File: config.mk
export PLATFORM = sky130hd
export DESIGN_NAME = fnd_scan_controller
export DESIGN_NICKNAME = d
export VERILOG_FILES = /design/src/rtl/fnd_pkg.sv /design/src/rtl/fnd_scan_controller_bin2bcd_iter.sv /design/src/rtl/fnd_scan_controller.sv
export SDC_FILE = /design/constraint.sdc
export NUM_CORES = 1
export LEC_CHECK = 0
export CAP_MARGIN = 20
export CELL_PAD_IN_SITES_DETAIL_PLACEMENT = 2
export CELL_PAD_IN_SITES_GLOBAL_PLACEMENT = 2
export CORE_MARGIN = 4
export CORE_UTILIZATION = 33
export DETAILED_ROUTE_END_ITERATION = 6
export PLACE_DENSITY = 0.78
export SETUP_SLACK_MARGIN = 0.4
export SLEW_MARGIN = 10
export SYNTH_ARGS = -nofsm -noshare
export SYNTH_HDL_FRONTEND = slang
export SYNTH_SLANG_ARGS = --single-unit
export TNS_END_PERCENT = 30
File: constraint.sdc
create_clock -name i_clk -period 2.03 [get_ports i_clk]
set_input_delay 0.3045 -clock i_clk [delete_from_list [all_inputs] [get_ports i_clk]]
set_output_delay 0.3045 -clock i_clk [all_outputs]
set_load 0.05 [all_outputs]
File: src/rtl/fnd_pkg.sv
// Shared types and constants for the 4-digit FND scan controller.
// Font codes are active-low {dp,g,f,e,d,c,b,a} with the decimal point off.
package fnd_pkg;

    typedef enum logic [1:0] {
        IDLE = 2'd0,
        CONV = 2'd1,
        DONE = 2'd2
    } state_t;

    localparam int unsigned C_BIN_W      = 14;
    localparam int unsigned C_BCD_W      = 16;
    localparam int unsigned C_DIGITS     = 4;
    localparam int unsigned C_MAX_VAL    = 9999;
    localparam int unsigned C_CONV_STEPS = 14;
    localparam int unsigned C_STEP_W     = 4;

    localparam logic [7:0] C_BLANK = 8'hFF;

    // Entry n holds the glyph for decimal digit n
    localparam logic [9:0][7:0] C_FONT = {
        8'h90, 8'h80, 8'hF8, 8'h82, 8'h92,
        8'h99, 8'hB0, 8'hA4, 8'hF9, 8'hC0
    };

    function automatic logic [7:0] font_of(input logic [3:0] nib);
        logic [7:0] f;
        f = C_BLANK;
        if (nib <= 4'd9) begin
            f = C_FONT[nib];
        end
        return f;
    endfunction

endpackage

File: src/rtl/fnd_scan_controller_bin2bcd_iter.sv
// Iterative double-dabble: one adjust-and-shift step per clock, 14 steps per value.
// last_c flags the cycle whose edge performs the final step; done pulses the cycle after.
module bin2bcd_iter
    import fnd_pkg::*;
(
    input  logic                  i_clk,
    input  logic                  i_reset_n,
    input  logic                  start,
    input  logic [C_BIN_W-1:0]    bin,
    output logic                  busy,
    output logic                  last_c,
    output logic                  done,
    output logic [C_BCD_W-1:0]    result
);

    logic [C_BIN_W-1:0]  bin_q;
    logic [C_STEP_W-1:0] step_q;
    logic [C_BCD_W-1:0]  adj_c;

    assign last_c = busy && (step_q == C_STEP_W'(C_CONV_STEPS - 1));

    // Add 3 to every nibble >= 5 so the following shift carries correctly
    always_comb begin
        adj_c = result;
        for (int k = 0; k < int'(C_DIGITS); k++) begin
            if (result[4*k +: 4] >= 4'd5) begin
                adj_c[4*k +: 4] = result[4*k +: 4] + 4'd3;
            end
        end
    end

    always_ff @(posedge i_clk or negedge i_reset_n) begin
        if (!i_reset_n) begin
            bin_q  <= '0;
            result <= '0;
            step_q <= '0;
            busy   <= 1'b0;
            done   <= 1'b0;
        end else if (start && !busy) begin
            bin_q  <= bin;
            result <= '0;
            step_q <= '0;
            busy   <= 1'b1;
            done   <= 1'b0;
        end else if (busy) begin
            result <= {adj_c[C_BCD_W-2:0], bin_q[C_BIN_W-1]};
            bin_q  <= {bin_q[C_BIN_W-2:0], 1'b0};
            step_q <= step_q + C_STEP_W'(1);
            if (last_c) begin
                busy <= 1'b0;
                done <= 1'b1;
            end
        end else begin
            done <= 1'b0;
        end
    end

endmodule

File: src/rtl/fnd_scan_controller.sv
// Accepts a saturated binary value, converts it to BCD and scans the four
// digits onto active-low common/segment lines at a programmable rate.
module fnd_scan_controller
    import fnd_pkg::*;
#(
    parameter int unsigned P_SCAN_DIV = 100000,
    parameter int unsigned P_WIDTH    = 14
) (
    input  logic               i_clk,
    input  logic               i_reset_n,
    input  logic [P_WIDTH-1:0] i_data,
    input  logic               i_valid,
    output logic               o_ready,
    input  logic               i_blank_lz,
    input  logic [3:0]         i_dp,
    output logic [3:0]         o_fndCom,
    output logic [7:0]         o_fndFont,
    output logic [15:0]        o_bcd
);

    localparam int unsigned W_PRESC = (P_SCAN_DIV > 2) ? $clog2(P_SCAN_DIV) : 1;

    state_t               state_q;
    state_t               state_d;
    logic                 accept_c;
    logic                 start_c;
    logic                 load_bcd_c;
    logic                 ready_d;
    logic [C_BIN_W-1:0]   sat_c;
    logic                 eng_busy;
    logic                 eng_last_c;
    logic                 eng_done;
    logic [C_BCD_W-1:0]   eng_result;

    logic [W_PRESC-1:0]   presc_q;
    logic                 tick_c;
    logic [1:0]           idx_q;
    logic [3:0]           nib_c;
    logic                 upper_zero_c;
    logic [7:0]           font_c;

    assign accept_c = i_valid && o_ready;
    assign sat_c    = (i_data > P_WIDTH'(C_MAX_VAL)) ? C_BIN_W'(C_MAX_VAL) : C_BIN_W'(i_data);

    bin2bcd_iter u_bin2bcd (
        .i_clk     (i_clk),
        .i_reset_n (i_reset_n),
        .start     (start_c),
        .bin       (sat_c),
        .busy      (eng_busy),
        .last_c    (eng_last_c),
        .done      (eng_done),
        .result    (eng_result)
    );

    always_ff @(posedge i_clk or negedge i_reset_n) begin
        if (!i_reset_n) begin
            state_q <= IDLE;
        end else begin
            state_q <= state_d;
        end
    end

    always_comb begin
        state_d = state_q;
        unique case (state_q)
            IDLE: if (accept_c)              state_d = CONV;
            CONV: if (eng_busy && eng_last_c) state_d = DONE;
            DONE: if (eng_done)              state_d = IDLE;
            default:                         state_d = IDLE;
        endcase
    end

    always_comb begin
        start_c    = 1'b0;
        load_bcd_c = 1'b0;
        ready_d    = (state_d == IDLE);
        unique case (state_q)
            IDLE:    start_c    = accept_c;
            DONE:    load_bcd_c = eng_done;
            default: ;
        endcase
    end

    // Display register updates atomically once the engine has finished
    always_ff @(posedge i_clk or negedge i_reset_n) begin
        if (!i_reset_n) begin
            o_ready <= 1'b1;
            o_bcd   <= '0;
        end else begin
            o_ready <= ready_d;
            if (load_bcd_c) begin
                o_bcd <= eng_result;
            end
        end
    end

    assign tick_c = (presc_q == W_PRESC'(P_SCAN_DIV - 1));

    // Free-running scan; never gated by the conversion FSM
    always_ff @(posedge i_clk or negedge i_reset_n) begin
        if (!i_reset_n) begin
            presc_q <= '0;
            idx_q   <= '0;
        end else if (tick_c) begin
            presc_q <= '0;
            idx_q   <= idx_q + 2'd1;
        end else begin
            presc_q <= presc_q + W_PRESC'(1);
        end
    end

    // A digit is blanked when it and every more significant digit are zero
    always_comb begin
        nib_c        = o_bcd[{idx_q, 2'b00} +: 4];
        upper_zero_c = 1'b1;
        for (int k = 0; k < int'(C_DIGITS); k++) begin
            if ((2'(k) >= idx_q) && (o_bcd[4*k +: 4] != 4'd0)) begin
                upper_zero_c = 1'b0;
            end
        end
        font_c    = font_of(nib_c);
        font_c[7] = ~i_dp[idx_q];
        if (i_blank_lz && (idx_q != 2'd0) && upper_zero_c) begin
            font_c = C_BLANK;
        end
    end

    always_ff @(posedge i_clk or negedge i_reset_n) begin
        if (!i_reset_n) begin
            o_fndCom  <= 4'b1110;
            o_fndFont <= 8'hC0;
        end else begin
            o_fndCom  <= ~(4'b0001 << idx_q);
            o_fndFont <= font_c;
        end
    end

endmodule

After elaboration in Yosys (flattened, before gate mapping)
Memories as Yosys holds them, arrays and structs flattened.
Index checks and enable logic that the tools add are counted.
{ "totals": {"register_bits": 86, "romBits": 128, "inputBits": 22, "elab_cells": 93, "n_memories": 1} }
{ "mem_list": {"columns": ["memory", "words", "width", "read_ports", "rd_ports_with_merged_regs", "write_ports", "line_no", "source"], "rows": [
  ["(no name shown)", 16, 8, 1, 0, 0, "fnd_pkg.sv:30", "f = C_FONT[nib];"]
]} }
{ "classes": {"add_sub_neg": 7, "magnitude_cmp": 12, "eq_ne": 5, "n_shift": 2, "n_mux": 33, "n_bitwise": 2, "n_reduce_logical": 19} }
{ "ops": {"columns": ["operator", "count"], "rows": [
  ["2-to-1 mux 14 bit", 3],
  ["2-to-1 mux 16 bit", 2],
  ["2-to-1 mux 4 bit", 5],
  ["adder 17 x 1 -> 17 bit, second input constant", 1],
  ["equality test 17 bit, second input constant", 1],
  ["2-to-1 mux 17 bit", 1],
  [">= comparator 4 x 3 -> 1 bit, second input constant", 4],
  ["nonzero test 4 bit", 4],
  ["indexed part select 16 x 5 -> 4 bit", 1],
  ["greater-than comparator 14 bit, second input constant", 1],
  ["2-to-1 mux 7 bit", 2],
  ["2-to-1 mux 1 bit", 13],
  ["adder 4 x 2 -> 4 bit, second input constant", 3],
  ["logical AND 1 bit", 10],
  ["2-to-1 mux 8 bit", 1],
  ["2-to-1 mux 2 bit", 3],
  ["case mux 2 bit (3 select lines)", 1],
  ["less-than comparator 4 x 5 -> 1 bit, second input constant", 1],
  ["adder 4 x 1 -> 4 bit, second input constant", 1],
  ["equality test 4 bit, second input constant", 1],
  [">= comparator 1 x 2 -> 1 bit, first input constant", 2],
  [">= comparator 2 bit, first input constant", 2],
  ["less-or-equal comparator 4 bit, second input constant", 1],
  ["zero test 2 bit", 2],
  ["other kinds (13)", 14]
]} }

Depth between registers and ports, before layout
Gate-level depths: netlist of the first run.
{ "logic_depth": {"ltp_word": 8, "depth_mapped": 8, "ltp_nobuf": 7} }

Hierarchy
A second synthesis of the first run with hierarchy kept.
{ "hier_totals": {"cells_unflattened": 394, "hier_area_um2": 4370.4} }
{ "modules_own_cells": {"columns": ["mod", "n_inst", "cells_each", "area_per_inst_um2"], "rows": [
  ["fnd_scan_controller", 1, 209, 2472.4],
  ["bin2bcd_iter", 1, 185, 1898.1]
]} }

Worst setup path before layout of the first run
No wires, ideal clock.
{ "synth_timing": {"kind": "reg2reg", "startpoint": "register o_bcd[13]", "endpoint": "register o_fndFont[4]", "arrival_ns": 1.934, "required_time_ns": 1.906, "path_slack_ns": -0.028, "path_stages_with_launch": 8, "path_buffers": 0, "cell_sequence": "dfrtp_1 > mux4_2 > inv_1 > ha_1 > nor2_1 > o21ai_1 > o31ai_1 > a211o_1"} }
{ "synth_via": {"elab_chain_cells": 5, "elab_cells_between_ends": 10, "classes_between": "order compare (1); shift (1); mux (4); reduce/logical (3); memory (1)"} }
{ "synth_lines": {"columns": ["item", "line_no", "source"], "rows": [
  ["start, declared", "fnd_scan_controller.sv:18", "output logic [15:0] o_bcd"],
  ["start signal, assigned", "fnd_scan_controller.sv:93", "o_bcd <= eng_result;"],
  ["indexed part select 16 x 5 -> 4 bit / nonzero test 4 bit (equally long branches)", "fnd_scan_controller.sv:115, fnd_scan_controller.sv:118", null],
  ["memory (16 x 8 bit) / logical AND 1 bit (equally long branches)", null, null],
  ["2-to-1 mux 7 bit (not written as such) / 2-to-1 mux 1 bit (equally long branches)", "fnd_pkg.sv:30, fnd_scan_controller.sv:118", null],
  ["2-to-1 mux 7 bit / logical AND 1 bit (equally long branches)", "fnd_pkg.sv:29, fnd_scan_controller.sv:124", null],
  ["2-to-1 mux 8 bit *", "fnd_scan_controller.sv:124", "if (i_blank_lz && (idx_q != 2'd0) && upper_zero_c) begin"],
  ["via font_c[4]", "fnd_scan_controller.sv:40", "logic [7:0] font_c;"],
  ["end signal, assigned", "fnd_scan_controller.sv:135", "o_fndFont <= font_c;"],
  ["end, declared", "fnd_scan_controller.sv:17", "output logic [7:0] o_fndFont,"]
]} }
Mark *: on every way through the listed nets, which the timed path passes. The rest lies on a longest branch. The select of a mux whose other input is x is not followed.
A chain may end at the register's enable or synchronous reset.

Final worst setup path of the first run
{ "layout_timing": {"startpoint": "register idx_q[0]", "endpoint": "register o_fndFont[4]"} }
{ "layout_via": {"elab_chain_cells": 8, "elab_cells_between_ends": 21, "classes_between": "order compare (5); shift (1); mux (7); reduce/logical (7); memory (1)"} }
{ "layout_lines": {"columns": ["item", "line_no", "source"], "rows": [
  ["start, declared", "fnd_scan_controller.sv:37", "logic [1:0] idx_q;"],
  ["start signal, assigned", "fnd_scan_controller.sv:107", "idx_q <= idx_q + 2'd1;"],
  ["parallel branches: the longest is 7 deep, another holds memory (16 x 8 bit)", null, null],
  ["2-to-1 mux 8 bit *", "fnd_scan_controller.sv:124", null],
  ["via font_c[4]", "fnd_scan_controller.sv:40", null]
]} }
Mark *: on every way through the listed nets, which the timed path passes. The select of a mux whose other input is x is not followed.

==> results of run 1 <==
## critical path, stage by stage (launching register included)
cell     delay [ns]
dfrtp_2        0.41
mux4_2         0.56
inv_4          0.11
ha_4           0.15
nor2_4         0.04
o21ai_4        0.15
o31ai_4        0.13
a211o_1        0.26
## per-layer routing
layer | global-route usage, % | vias up | wire length [um]
li1 | - | 1523 | -
met1 | 19.2 | 1648 | 4790
met2 | 29.1 | 53 | 6070
met3 | 4.04 | 18 | 415
met4 | 5.74 | 0 | 226
met5 | 0 | - | 0
## what timing repair did
item	in CTS	in global routing
buffers inserted	4	4
gates resized for setup	33	25
pin swaps	0	5
setup endpoints to repair	56	59
## through the flow
step,area [um2],hold WS (ns),instances
global route,5570,0.0150,644
CTS,5450,0.00130,640
detailed placement,5080,0.386,620
global placement,5080,0.378,620
finish,5570,-0.0277,644
floorplan,4310,0.00891,398
## final timing paths
kind	from	end
min	i_reset_n	o_fndFont[1]
min in group i_clk	presc_q[0]	presc_q[0]
min reg2reg	presc_q[0]	presc_q[0]
max reg2reg	idx_q[0]	o_fndFont[4]
max in group asynchronous	i_reset_n	u_bin2bcd.busy
max	idx_q[0]	o_fndFont[4]
## cell families after synthesis
family / after synthesis
fa+ha+maj: 20
mux: 35
buf+inv: 36
simple gates: 130
xor+xnor: 21
flops: 86
compound gates: 70
## power groups by stage
| stage | Sequential (uW) | Clock [uW] | Combinational, uW |
|---|---|---|---|
| after floorplan | 1750 | 0 | 4.98 |
| after global placement | 1750 | 0 | 95.4 |
| after detailed placement | 1750 | 0 | 97.7 |
| after CTS | 1720 | 1790 | 98.7 |
| after global routing | 1710 | 1860 | 107 |
| final | 1720 | 1730 | 94.9 |
## state kept, by name (all words and copies together) (netlist names)
| name | cells |
|---|---|
| o_fndFont | 8 |
| o_ready | 1 |
| o_fndCom | 4 |
| idx_q | 2 |
| u_bin2bcd.busy | 1 |
| state_q | 2 |
| o_bcd | 16 |
| u_bin2bcd.step_q | 4 |
| u_bin2bcd.done | 1 |
| u_bin2bcd.bin_q | 14 |
| presc_q | 17 |
| u_bin2bcd.result | 16 |
## Yosys cell counts, drive strengths merged (6+ instances only)
library cell / number
nand2b: 11
dfrtp: 80
buf: 7
dfstp: 6
mux2i: 18
ha: 20
o21a: 6
o21ai: 29
clkbuf: 10
nand2: 46
xor2: 9
mux2: 12
nand3: 9
nor3b: 6
inv: 19
nor2: 30
xnor2: 12
a21oi: 15
## final cells by class
class	count	area [um2]	area share (%)
clock buffer	11	253	4.54
timing repair buffer	75	731	13.1
multi-input combinational	276	2070	37.1
sequential	86	2170	39.0
inverter	19	76.3	1.37
clock inverter	5	56.3	1.01
tap	172	215	3.86
## cells in the final DEF, fill, tap and decap left out, drive strengths merged, types with 3 or more instances in the layout
master | Yosys | final
buf | 7 | 26
nor2 | 30 | 30
mux2i | 18 | 18
clkbuf | 10 | 11
dfrtp | 80 | 80
a21o | 4 | 4
nor3b | 6 | 6
ha | 20 | 20
mux2 | 12 | 12
nand4 | 5 | 5
inv | 19 | 20
nand2 | 46 | 46
clkdlybuf4s50 | 0 | 36
nor3 | 3 | 3
clkdlybuf4s15 | 0 | 10
a21oi | 15 | 15
nor4 | 4 | 4
a221o | 4 | 4
o21ai | 29 | 29
nand2b | 11 | 11
o31ai | 3 | 3
o32ai | 3 | 3
xor2 | 9 | 9
o21a | 6 | 6
dlymetal6s2s | 0 | 3
nand3 | 9 | 9
and4 | 5 | 5
dfstp | 6 | 6
xnor2 | 12 | 12
mux4 | 5 | 5
==> flow_summary_export.csv, run 1 <==
group,metric,value,unit
logic_synthesis,synth_area_leader_cell,"dfrtp_1",
sta,finalMaxSlewViolations,0,
logic_synthesis,ys_ff_latch,86,
cells_and_area,utilization,44.1,%
power,pwr-share-seq,48.5,%
power,switching_power,757,uW
run,maxCapViolations,0,
grt,grt_pass1_wl,18700,um
sta,setup_tns,0,ns
sta,rsz0062_at_grt,"yes",
route,vias,3242,
route,antenna_left,0,
logic_synthesis,synth_edf_count,0,
floorplanning,coreArea,12600,um2
power,leakagePower,0.00241,uW
logic_synthesis,synth_area_leaders,"dfrtp_1, ha_1, mux2i_1",
logic_synthesis,synth_area,4260,um2
logic_synthesis,synth-compound-area-share,10.1,%
logic_synthesis,ys_async_sr_fraction,100,%
cells_and_area,layout-drive-gt1-share,21.8,%
critical_path,ff2ff_setup_slack,0.08,ns
logic_synthesis,yosys_most_used_dff,"dfrtp_1",
grt,grt.overflow.total,0,
route,routedWlPerCell,17.9,um
route,drc,0,
power,p_int,2780,uW
logic_synthesis,synth_seq_area_share,50.7,%
critical_path,criticalPathCategory,"register to register",
logic_synthesis,netlist_instances,398,
critical_path,startpoint_type,"register",
place,hpwl,8090,um
clocking,root_buffer,"clkbuf_16",
route,drt_pass1_iterations,4,
logic_synthesis,synth_xor_xnor_area_share,4.32,%
route,finalWirelength,11500,um
clocking,cts.sinks,86,
place,gp_congestion,0.816,
logic_synthesis,synth-adder-area-share,5.88,%
min_path,hold_path_class,"input pin to async pin",
power,switching_share,21.4,%
cells_and_area,antennaDiodeCount,0,
clocking,htreeDepth,3,
power,peakVddDrop,360,uV
grt,antenna_found_initial,0,
logic_synthesis,synth_simple_gate_area_share,15.3,%
critical_path,critical_path.endpoint_type,"register",
grt,grt_pass1_vias,3587,
place,port_buffers,50,
status,violations,"hold timing",
floorplanning,dieArea,14800,um2
grt,grt_use_total,16.4,%
critical_path,rr_worst_depth,7,
sta,period_share,95.9,%
clocking,cts_tree,"built",
sta,finClkSkew,0.00785,ns
critical_path,cp_data_arrival_time,2.18,ns
critical_path,cp_max_fo,7,
floorplanning,die_h,122,um
floorplanning,pin_count,51,
logic_synthesis,synth_mux_area_share,10.1,%
logic_synthesis,synth_top_family_by_area,"simple AND/OR/NAND/NOR gates",
sta,fin_crit,1.95,ns
clocking,cts_buffer_depth,2,
clocking,cts_buffers,9,
floorplanning,initial_core_util,33.7,%
sta,max_slew_margin,61.3,%
logic_synthesis,synthDistinctLibCells,41,
power,comb_power_share,2.7,%
sta,hold_ws,-0.0277,ns
sta,hold_violations,17,
place,dp_slack,-0.0902,ns
cells_and_area,nets,509,
route,via_per_inst,5.03,
power,power,3540,uW
clocking,clk_latency,0.36,ns
floorplanning,fp.dieW,122,um
floorplanning,rows,41,
critical_path,required,2.27,ns
cells_and_area,synthToLayoutAreaGrowth,30.9,%
grt,grt_max_degree,87,
logic_synthesis,ys_warn_count,0,
sta,setup_violations,0,
power,clkPwrFrac,48.8,%
route,drtIter0Drc,122,
logic_synthesis,syn-num-nets,440,
status,run_status,"finished, violations left",
sta,layout_setup_ws,0.0842,ns
power,p_per_area,635,nW/um2
sta,max_freq,0.514,GHz
clocking,cts_hold_buf,0,
cells_and_area,fillers,1308,
clocking,clk_pin_slew,0.07,ns
sta,worst_pin_slew,0.581,ns
logic_synthesis,synth_top_cell_area_share,47.0,%
logic_synthesis,syn_area_per_cell,10.7,um2
Power figures use the tool's default switching activity.
==> run 2: changes to the inputs <==
--- a/config.mk
+++ b/config.mk
@@ -8,7 +8,7 @@
 export CAP_MARGIN = 20
 export CELL_PAD_IN_SITES_DETAIL_PLACEMENT = 2
 export CELL_PAD_IN_SITES_GLOBAL_PLACEMENT = 2
-export CORE_MARGIN = 4
+export CORE_MARGIN = 2
 export CORE_UTILIZATION = 33
 export DETAILED_ROUTE_END_ITERATION = 6
 export PLACE_DENSITY = 0.78
==> run 2 against run 1 <==
Against the previous run:
- the flow now finishes without violations
- power is 2.2% lower
- flip-flop and latch count is the same
- sequential share of layout area is 0.29 points lower
- register-to-register slack better by 0.02 ns
- die area shrank 6.5%
- final cell count up 0.93%
- critical path type unchanged
==> flow_summary_export.csv, run 2 (synthesis gave the netlist of run 1 again) <==
group,metric,value,unit
sta,fin_crit,1.93,ns
cells_and_area,final_cells,650,
run,maxCapViolations,0,
grt,grt_max_degree,41,
sta,max_freq,0.519,GHz
route,drtIter0Drc,130,
cells_and_area,nets,515,
grt,grt_pass1_wl,20600,um
place,hpwl,8180,um
route,drt_pass1_iterations,4,
place,dp_cells,619,
min_path,hold_path_class,"input pin to async pin",
sta,layout_setup_ws,0.103,ns
route,routedWlPerCell,20.2,um
sta,max_slew_margin,56.4,%
floorplanning,initial_core_util,33.7,%
cells_and_area,fillers,1338,
sta,period_share,94.9,%
grt,antenna_found_initial,0,
sta,setup_violations,0,
cells_and_area,largest_reg_flops,17,
floorplanning,coreArea,12600,um2
place,gp_congestion,0.750,
route,antenna_left,0,
cells_and_area,utilization,44.5,%
route,drc,0,
critical_path,startpoint_type,"register",
critical_path,cp_data_arrival_time,2.17,ns
sta,finClkSkew,0.00796,ns
critical_path,path_cells,"mux4_2 > inv_2 > ha_4 > nor2_2 > o21ai_2 > o31ai_4 > a211o_1",
floorplanning,pin_count,51,
sta,hold_violations,0,
cells_and_area,largest_registers,"presc_q x17, o_bcd x16, u_bin2bcd.result x16",
power,leakagePower,0.00249,uW
route,via_per_inst,5.10,
floorplanning,dieArea,13800,um2
floorplanning,fp.dieW,118,um
clocking,clk_latency,0.35,ns
clocking,cts_buffers,9,
cells_and_area,regMostFlops,"presc_q",
grt,grt_use_total,19.0,%
cells_and_area,final_cell_mix,"dfrtp_1, nand2_1, clkdlybuf4s50_1",
grt,grt_pass1_vias,3752,
grt,grt.overflow.total,0,
clocking,htreeDepth,3,
sta,worst_pin_slew,0.653,ns
status,run_status,"finished, final reports clean",
floorplanning,rows,41,
place,dp_slack,-0.0129,ns
power,p_per_area,617,nW/um2
clocking,cts.sinks,86,
critical_path,slowest_stage,"mux4_2",
route,vias,3313,
critical_path,crit_path_max_incr_delay,0.52,ns
cells_and_area,antennaDiodeCount,0,
sta,rsz0062_at_grt,"yes",
clocking,cts_buffer_depth,2,
critical_path,ff2ff_setup_slack,0.10,ns
power,peakVddDrop,353,uV
critical_path,cp_max_fo,7,
floorplanning,die_h,118,um
critical_path,critical_path.endpoint_type,"register",
critical_path,criticalPathCategory,"register to register",
critical_path,required,2.27,ns
sta,finalMaxSlewViolations,0,
place,port_buffers,50,
cells_and_area,layout-drive-gt1-share,22.6,%
clocking,cts_tree,"built",
cells_and_area,final_common_cell,"dfrtp_1",
route,finalWirelength,13100,um
clocking,root_buffer,"clkbuf_16",
clocking,clk_pin_slew,0.06,ns
cells_and_area,synthToLayoutAreaGrowth,31.8,%
[run 2: path summary, 6_finish.rpt]
| path | from | to | cells after the start |
|---|---|---|---|
| max | o_bcd[12] | o_fndFont[4] | 7 |
| min reg2reg | u_bin2bcd.step_q[3] | u_bin2bcd.step_q[3] | 1 |
| max reg2reg | o_bcd[12] | o_fndFont[4] | 7 |
| max in group asynchronous | i_reset_n | u_bin2bcd.busy | 3 |
| min | i_reset_n | presc_q[6] | 2 |
| min in group i_clk | u_bin2bcd.step_q[3] | u_bin2bcd.step_q[3] | 1 |
[run 2: layout make-up]
cell class	instances	area, um2	share of cell area [%]
clock buffers	13	270	4.82
inverters	19	73.8	1.32
well taps	172	215	3.83
flip-flops and latches	86	2170	38.7
multi-input cells	276	2090	37.2
repair buffers	81	773	13.8
clock inverters	3	17.5	0.312
[run 2: power breakdown]
group	switching [uW]	total, uW	internal (uW)
Sequential	0.400	1720	1720
Clock	716	1640	927
Combinational	54.8	101	46.6
[run 2: timing repair]
action,in CTS,in global routing
setup buffers,6,8
resized for setup,35,26
endpoints found under the hold margin,18,0
hold buffers,1,0
endpoints found under the setup margin,57,66
gates cloned,0,0
pin swaps,3,5
[run 2: critical path, delay by kind of cell (launching register included)]
kind | cells | cell delay [ns]
and+or+nand+nor | 1 | 0.04
adders and majority gates | 1 | 0.15
AOI/OAI and AO/OA | 3 | 0.52
muxes | 1 | 0.52
DFF | 1 | 0.44
buffers and inverters | 1 | 0.13
[run 2: per-stage QoR]
step | cell area, um2 | hold WS (ns) | TNS [ns] | total power [uW]
finish | 5610 | 0.411 | 0 | 3460
global route | 5610 | 0.432 | 0 | 3570
floorplan | 4310 | 0.00891 | 0 | 1760
global placement | 5080 | 0.229 | 0 | 1850
CTS | 5470 | 0.409 | 0 | 3490
detailed placement | 5080 | 0.237 | -0.0129 | 1850
[run 2: routing by layer]
layer  up-vias  GRT usage [%]  routed length, um  part of all wire, %
met5         -              0                  0                    0
met4         0           7.00                347                  2.6
met3        25           4.12                369                  2.8
met2        62           33.3               6950                   53
met1      1705           22.9               5430                   41
li1       1521              -                  -                    -
==> run 3: changes to the inputs <==
--- a/config.mk
+++ b/config.mk
@@ -13,7 +13,7 @@
 export DETAILED_ROUTE_END_ITERATION = 6
 export PLACE_DENSITY = 0.78
 export SETUP_SLACK_MARGIN = 0.4
-export SLEW_MARGIN = 10
+export SLEW_MARGIN = 15
 export SYNTH_ARGS = -nofsm -noshare
 export SYNTH_HDL_FRONTEND = slang
 export SYNTH_SLANG_ARGS = --single-unit
==> results of run 3 <==
No change in the layout: final DEF, timing and power equal those of run 2.
